--- src/rtl/rv32v_types_pkg.sv ---
// Shared element-width, register-group and offset types for the RV32V
// vector issue path.
package rv32v_types_pkg;

  localparam int unsigned VLEN  = 128;
  localparam int unsigned OFF_W = 7;

  typedef enum logic [1:0] {
    SEW8  = 2'd0,
    SEW16 = 2'd1,
    SEW32 = 2'd2
  } sew_t;

  // Encoding follows vtype.vlmul; 3'b100 is reserved.
  typedef enum logic [2:0] {
    LMUL_1  = 3'd0,
    LMUL_2  = 3'd1,
    LMUL_4  = 3'd2,
    LMUL_8  = 3'd3,
    LMUL_F8 = 3'd5,
    LMUL_F4 = 3'd6,
    LMUL_F2 = 3'd7
  } vlmul_t;

  typedef logic [OFF_W-1:0] offset_t;

endpackage

--- src/rtl/rv32v_vlmax_calc.sv ---
// Combinational VLMAX / effective-VL calculator, shared by instruction
// acceptance and vsetvl.
module rv32v_vlmax_calc
  import rv32v_types_pkg::*;
#(
  parameter int unsigned VLEN_P  = VLEN,
  parameter int unsigned OFF_W_P = OFF_W,
  parameter int unsigned LOG_W   = $clog2($clog2(VLEN_P / 8) + 1)
) (
  input  sew_t               sew,
  input  vlmul_t             lmul,
  input  logic [31:0]        vl,
  output logic [OFF_W_P:0]   vlmax,
  output logic [OFF_W_P:0]   eff_vl,
  output logic [LOG_W-1:0]   epr_log2
);

  localparam int unsigned MAX_L2 = $clog2(VLEN_P / 8);

  logic [OFF_W_P:0] epr;

  always_comb begin
    epr_log2 = LOG_W'(MAX_L2 - 32'(sew));
    epr      = {{OFF_W_P{1'b0}}, 1'b1} << epr_log2;
    // Fractional LMUL divides; too small a fraction rounds vlmax to zero.
    if (lmul[2]) vlmax = epr >> (3'd4 - {1'b0, lmul[1:0]});
    else         vlmax = epr << lmul[1:0];
    eff_vl = (vl < 32'(vlmax)) ? vl[OFF_W_P:0] : vlmax;
  end

endmodule

--- src/rtl/rv32v_uop_sequencer.sv ---
// Two-lane element sequencer: turns one vector instruction's length
// configuration into a stream of registered two-element micro-ops.
module rv32v_uop_sequencer
  import rv32v_types_pkg::*;
#(
  parameter int unsigned VLEN_P  = VLEN,
  parameter int unsigned OFF_W_P = OFF_W
) (
  input  logic               CLK,
  input  logic               RST,
  input  logic               start_valid,
  output logic               start_ready,
  input  logic [31:0]        vl,
  input  logic [OFF_W_P-1:0] vstart,
  input  sew_t               sew,
  input  vlmul_t             lmul,
  input  logic [4:0]         vd,
  input  logic               stall,
  input  logic               flush,
  output logic               uop_valid,
  output logic [OFF_W_P-1:0] woffset0,
  output logic [OFF_W_P-1:0] woffset1,
  output logic [4:0]         vd0,
  output logic [4:0]         vd1,
  output logic [3:0]         elem0,
  output logic [3:0]         elem1,
  output logic               wen0,
  output logic               wen1,
  output logic               uop_last,
  output logic               done,
  output logic               busy
);

  localparam int unsigned LOG_W = $clog2($clog2(VLEN_P / 8) + 1);

  typedef enum logic {IDLE, RUN} state_t;

  typedef struct packed {
    logic               valid;
    logic [OFF_W_P-1:0] woffset0;
    logic [OFF_W_P-1:0] woffset1;
    logic [4:0]         vd0;
    logic [4:0]         vd1;
    logic [3:0]         elem0;
    logic [3:0]         elem1;
    logic               wen0;
    logic               wen1;
    logic               last;
  } uop_t;

  state_t             state_q, state_d;
  logic [OFF_W_P:0]   idx_q, idx_d;
  logic [OFF_W_P:0]   evl_q, evl_d;
  logic [LOG_W-1:0]   l2_q, l2_d;
  logic [4:0]         vd_q, vd_d;
  uop_t               uop_q, uop_d;
  logic               done_q, done_d;

  logic [OFF_W_P:0]   calc_vlmax;
  logic [OFF_W_P:0]   calc_evl;
  logic [LOG_W-1:0]   calc_l2;

  rv32v_vlmax_calc #(
    .VLEN_P  (VLEN_P),
    .OFF_W_P (OFF_W_P),
    .LOG_W   (LOG_W)
  ) u_vlmax (
    .sew      (sew),
    .lmul     (lmul),
    .vl       (vl),
    .vlmax    (calc_vlmax),
    .eff_vl   (calc_evl),
    .epr_log2 (calc_l2)
  );

  // Lane 1 offset wraps at OFF_W bits; wen1 is computed on the unwrapped value.
  function automatic uop_t make_uop(input logic [OFF_W_P:0] i,
                                    input logic [OFF_W_P:0] evl,
                                    input logic [LOG_W-1:0] l2,
                                    input logic [4:0]       base);
    uop_t               u;
    logic [OFF_W_P:0]   i1;
    logic [OFF_W_P-1:0] mask;
    i1         = i + 1'b1;
    mask       = OFF_W_P'((32'd1 << l2) - 32'd1);
    u.valid    = 1'b1;
    u.woffset0 = i[OFF_W_P-1:0];
    u.woffset1 = i1[OFF_W_P-1:0];
    u.vd0      = base + 5'(u.woffset0 >> l2);
    u.vd1      = base + 5'(u.woffset1 >> l2);
    u.elem0    = 4'(u.woffset0 & mask);
    u.elem1    = 4'(u.woffset1 & mask);
    u.wen0     = 1'b1;
    u.wen1     = (i1 < evl);
    u.last     = ((i + (OFF_W_P+1)'(2)) >= evl);
    return u;
  endfunction

  always_comb begin
    // NOTE: every next-state value gets a default first so no latch is inferred.
    state_d = state_q;
    idx_d   = idx_q;
    evl_d   = evl_q;
    l2_d    = l2_q;
    vd_d    = vd_q;
    uop_d   = uop_q;
    done_d  = 1'b0;
    if (flush) begin
      state_d = IDLE;
      uop_d   = '0;
    end else begin
      unique case (state_q)
        IDLE: begin
          if (start_valid) begin
            evl_d = calc_evl;
            l2_d  = calc_l2;
            vd_d  = vd;
            if (calc_vlmax == '0 || {1'b0, vstart} >= calc_evl) begin
              done_d = 1'b1;
            end else begin
              state_d = RUN;
              idx_d   = {1'b0, vstart};
              uop_d   = make_uop({1'b0, vstart}, calc_evl, calc_l2, vd);
            end
          end
        end
        RUN: begin
          if (!stall) begin
            if (uop_q.last) begin
              state_d = IDLE;
              uop_d   = '0;
              done_d  = 1'b1;
            end else begin
              idx_d = idx_q + (OFF_W_P+1)'(2);
              uop_d = make_uop(idx_d, evl_q, l2_q, vd_q);
            end
          end
        end
      endcase
    end
  end

  always_ff @(posedge CLK) begin
    // NOTE: non-blocking assignments so every register samples pre-edge values.
    if (RST) begin
      state_q <= IDLE;
      idx_q   <= '0;
      evl_q   <= '0;
      l2_q    <= '0;
      vd_q    <= '0;
      uop_q   <= '0;
      done_q  <= 1'b0;
    end else begin
      state_q <= state_d;
      idx_q   <= idx_d;
      evl_q   <= evl_d;
      l2_q    <= l2_d;
      vd_q    <= vd_d;
      uop_q   <= uop_d;
      done_q  <= done_d;
    end
  end

  assign start_ready = (state_q == IDLE) && !RST;
  assign busy        = (state_q != IDLE);
  assign done        = done_q;
  assign uop_valid   = uop_q.valid;
  assign woffset0    = uop_q.woffset0;
  assign woffset1    = uop_q.woffset1;
  assign vd0         = uop_q.vd0;
  assign vd1         = uop_q.vd1;
  assign elem0       = uop_q.elem0;
  assign elem1       = uop_q.elem1;
  assign wen0        = uop_q.wen0;
  assign wen1        = uop_q.wen1;
  assign uop_last    = uop_q.last;

endmodule

--- config.mk ---
export PLATFORM = sky130hd
export DESIGN_NAME = rv32v_uop_sequencer
export DESIGN_NICKNAME = d
export VERILOG_FILES = /design/src/rtl/rv32v_types_pkg.sv /design/src/rtl/rv32v_vlmax_calc.sv /design/src/rtl/rv32v_uop_sequencer.sv
export SDC_FILE = /design/constraint.sdc
export NUM_CORES = 1
export LEC_CHECK = 0
export ABC_CLOCK_PERIOD_IN_PS = 6000
export BUFFER_PORTS_ARGS = -buffer_cell sky130_fd_sc_hd__buf_2
export CORE_ASPECT_RATIO = 0.75
export CORE_UTILIZATION = 40
export CTS_CLUSTER_SIZE = 16
export DETAILED_ROUTE_END_ITERATION = 8
export PLACE_DENSITY_LB_ADDON = 0.3
export SLEW_MARGIN = 20
export SYNTH_ARGS = -nofsm -noshare
export SYNTH_HDL_FRONTEND = slang
export SYNTH_SLANG_ARGS = --single-unit
--- constraint.sdc ---
create_clock -name CLK -period 6 [get_ports CLK]
set_input_delay 0.6 -clock CLK [delete_from_list [all_inputs] [get_ports CLK]]
set_output_delay 0.6 -clock CLK [all_outputs]
set_load 0.05 [all_outputs]
==> results by stage <==
Hold path:
- The worst hold path terminates at evl_q[2].
- The worst min-delay path startpoint is evl_q[2].
- The number of cells on the worst hold path is 2.
- The tightest min-delay check is of the register to register type.

Power:
- The leakage component of the power is between 3 and 4 nW.
- The peak ir drop on the vdd network is between 100 and 150 µV.
- In this run the power density over the cells is roughly 220 nW/µm².

STA:
- The number of failing setup endpoints in the final timing report is 0.
- The peak clock frequency supported by timing is 186 MHz.
- The worst path meets setup with about 0.6 ns of slack.
- The final-layout setup total negative slack is 0 ns.
- The max-slew violation count is 0.
- The worst clock skew is approximately 0.0093 ns.
- The relative max-transition margin is between 30% and 40%.
- Setup repair after global routing left no endpoint under its margin.
- The time the final worst path needs with I/O delays and setup is ~5.4 ns.
- For the pin with the worst max-slew slack, the measured transition is around 0.90 ns.
- The count of endpoints failing hold in the final timing report is 0.
- The worst path uses 89.8% of the clock period.

Placed design:
- The total half-perimeter wirelength after legalization and detailed placement is between 10000 and 15000 µm.
- The worst slack at placement is approximately 0.30 ns.
- At the end of routability-driven placement, the weighted congestion stood at a little over 0.9.
- In this run the tool buffered the top-level ports with roughly 90 buffer cells.

Synthesis:
- The count of cell types in the netlist is 70.
- The total of warnings raised by yosys is 0.
- Synthesis produced a netlist with a net count of a little over 900.
- The mapped netlist covers between 6000 and 7000 µm².
- Each instance of the synthesized netlist takes up on average a little under 8 µm².
- The share of synthesized area in the top cell type comes to approximately 20%.
- The most used flip-flop cell after synthesis is dfxtp_1.
- In the post-synthesis netlist, the biggest area contributors are dfxtp_1 20%, ha_1 14%, nor2_1 5.4%, a21oi_1 4.8%, xor2_1 3.5%.
- In this run, synthesis produced a sequential element count of approximately 60.
- The dominant cell type by area after synthesis is dfxtp_1.
- The sequential area share after synthesis is about a fifth.
- After synthesis, the share of flip-flops with an asynchronous set or reset is 0%.
- In the synthesized netlist, the number of instances is 792.
- Counting flops with a built-in enable in the synthesized netlist gives 0.

Clocking:
- The clock buffer count from CTS is 9.
- The clock tree buffer depth is 2.
- Gates resized during post-CTS repair numbered 0.
- The clock tree from TritonCTS is yes.
- The buffer count from post-CTS setup fixing is 0.
- The count of clock tree sinks is 61.
- The clock reaches the later pin of the worst-skew pair after around 0.34 ns.
- Clock tree synthesis selected as its root buffer the cell clkbuf_16.
- After clock tree synthesis, the clock-pin slew on the worst setup and hold paths is 0.06 ns.
- Hold repair after CTS inserted 0 buffers.
- The maximum level of the CTS H-tree is 3.

Finish:
- The post-layout net count is a little under 1000.
- Compared with the post-synthesis result, the final layout area differs by 15.1%.
- The most common cell after layout, fill and taps aside is buf_2.
- In the layout the commonest cells are 92 x buf_2, 87 x nor2_1, 69 x ha_1.
- The fraction of final layout cells with drive strength greater than 1 is around a fifth.
- The count of antenna diodes in the layout is 0.
- The filler cells instantiated in the layout total 1519.

Global route:
- The number of antenna violations at the first check in global routing is 0.
- The via count of the first global-routing pass is 5562.
- Entering global routing, the biggest net connects 68 pins.
- The first global-routing pass estimated just over 30000 µm of wire.
- The residual overflow from global routing is 0.
- The global router's overall resource usage is between 20% and 30%.

Worst setup path:
- The endpoint arrival time on the critical path is ~5.6 ns.
- The startpoint of the worst-slack reg-to-reg timing path is idx_q[1].
- The worst register-to-register path has a depth of 19.
- The largest single stage delay on the critical path is 0.39 ns.
- On the critical path, the stage with the largest delay is an instance of ha_1.
- The setup path with the least slack is of type input port to register.
- The worst setup path is captured at a register.
- The maximum fanout along the worst path is 67.
- The worst register-to-register path ends at vd1[4].
- The worst register-to-register path has a setup slack of around 1.0 ns.
- The required time at the endpoint of the critical path is just over 6 ns.
- STA classifies the critical path startpoint as an input port.

Routing:
- The aggregate routed wire length is just under 20000 µm.
- Detailed routing inserted a total of roughly 6200 vias.
- After the first detailed-routing iteration, the DRC count stood at approximately 640.
- The detailed-route wire length per cell is ~19 µm.
- The final routed DRC violation total is 0.
- The number of nets with antenna violations after routing is 0.
- The post-detailed-route via-to-cell ratio is between 5 and 6.
- The first detailed-routing pass took 6 iterations.

Die:
- In this run the vertical extent of the chip is between 100 and 150 µm.
- After floorplanning, the core was sized to cover 15200 µm².
- The die covers about 16000 µm².
- The initial standard-cell utilization of the core is between 40% and 50%.
- In this run the horizontal extent of the chip is 146 µm.
- The number of rows created at floorplan is 39.
- The number of top-level pins is 93.

Run status:
- The run finished with clean final reports.

Job:
- The number of violations of the max-capacitance limit is 0.
==> registers in the layout (all words and copies together), names as in the netlist, 3 cells and up <==
| name | cells |
|---|---|
| vd1 | 5 |
| evl_q | 8 |
| l2_q | 3 |
| elem1 | 4 |
| woffset1 | 7 |
| vd0 | 5 |
| idx_q | 8 |
| vd_q | 5 |
| elem0 | 4 |
| woffset0 | 7 |
==> how the worst max path moves through the flow <==
stage / startpoint / end / slack, ns
2_1_floorplan: lmul[0] / idx_q[3] / 0.49
3_3_place_gp: sew[0] / idx_q[6] / 0.38
3_5_place_dp: sew[0] / idx_q[6] / 0.30
4_1_cts: sew[0] / woffset1[2] / 0.65
5_1_grt: sew[0] / woffset1[3] / 0.09
6_report: sew[0] / woffset1[5] / 0.61
==> cells in the mapped netlist (all sizes together) (4+ instances only) <==
library cell	n
nor2	89
ha	69
dfxtp	61
a21oi	60
nand2	57
inv	50
clkbuf	43
o21ai	40
a211oi	31
xor2	25
xnor2	20
a21o	19
nor3	17
mux2i	16
nand3	15
nor2b	15
buf	13
o211a	12
a31oi	11
o221ai	11
o21a	9
o22ai	9
and3	8
nand2b	8
a22oi	7
nor4	7
a2111oi	5
o211ai	5
and2	4
fa	4
mux4	4
o31ai	4
or2	4
==> cell families after synthesis <==
logic type	share of synthesized area [%]
compound gates	29.5
xor+xnor	6.34
fa+ha+maj	15.2
buf+inv	7.03
flops	19.7
mux	4.57
simple gates	17.7
==> critical path, delay by kind of cell <==
family,cells,cell delay (ns)
buf+inv,4,0.68
simple gates,5,0.55
fa+ha+maj,3,0.98
compound gates,13,2.76
==> report_power, final <==
group / leakage (nW) / switching, mW / internal (mW)
combinational: 2.60 / 0.364 / 0.216
clock: 0.142 / 0.211 / 0.334
sequential: 0.496 / 0.0207 / 0.426
==> per-stage QoR <==
step	utilization [%]	hold WS [ns]	power [mW]	instances	cell area, µm²
3_3_place_gp	44.9	0.474	1.02	1053	6840
4_1_cts	46.9	0.485	1.56	1069	7140
5_1_grt	47.0	0.518	1.65	1069	7150
6_report	47.0	0.492	1.57	1069	7150
2_1_floorplan	-	0.454	0.869	792	6210
3_5_place_dp	44.9	0.478	1.02	1053	6840
==> cell type report <==
type,instances,area (µm²),area share (%)
clock inverters,5,58.8,0.823
inverters,50,188,2.63
repair buffers,112,623,8.72
multi-input cells,625,4560,63.8
flip-flops and latches,61,1220,17.1
well taps,205,256,3.59
clock buffers,11,243,3.40
==> per-layer routing <==
metal  GRT usage, %  part of all wire [%]
met3           5.77                   9.1
met2           36.4                    40
met1           37.0                    49
met5              0                     0
met4           6.69                   1.7
No activity file was read; power rests on OpenSTA's default activity.
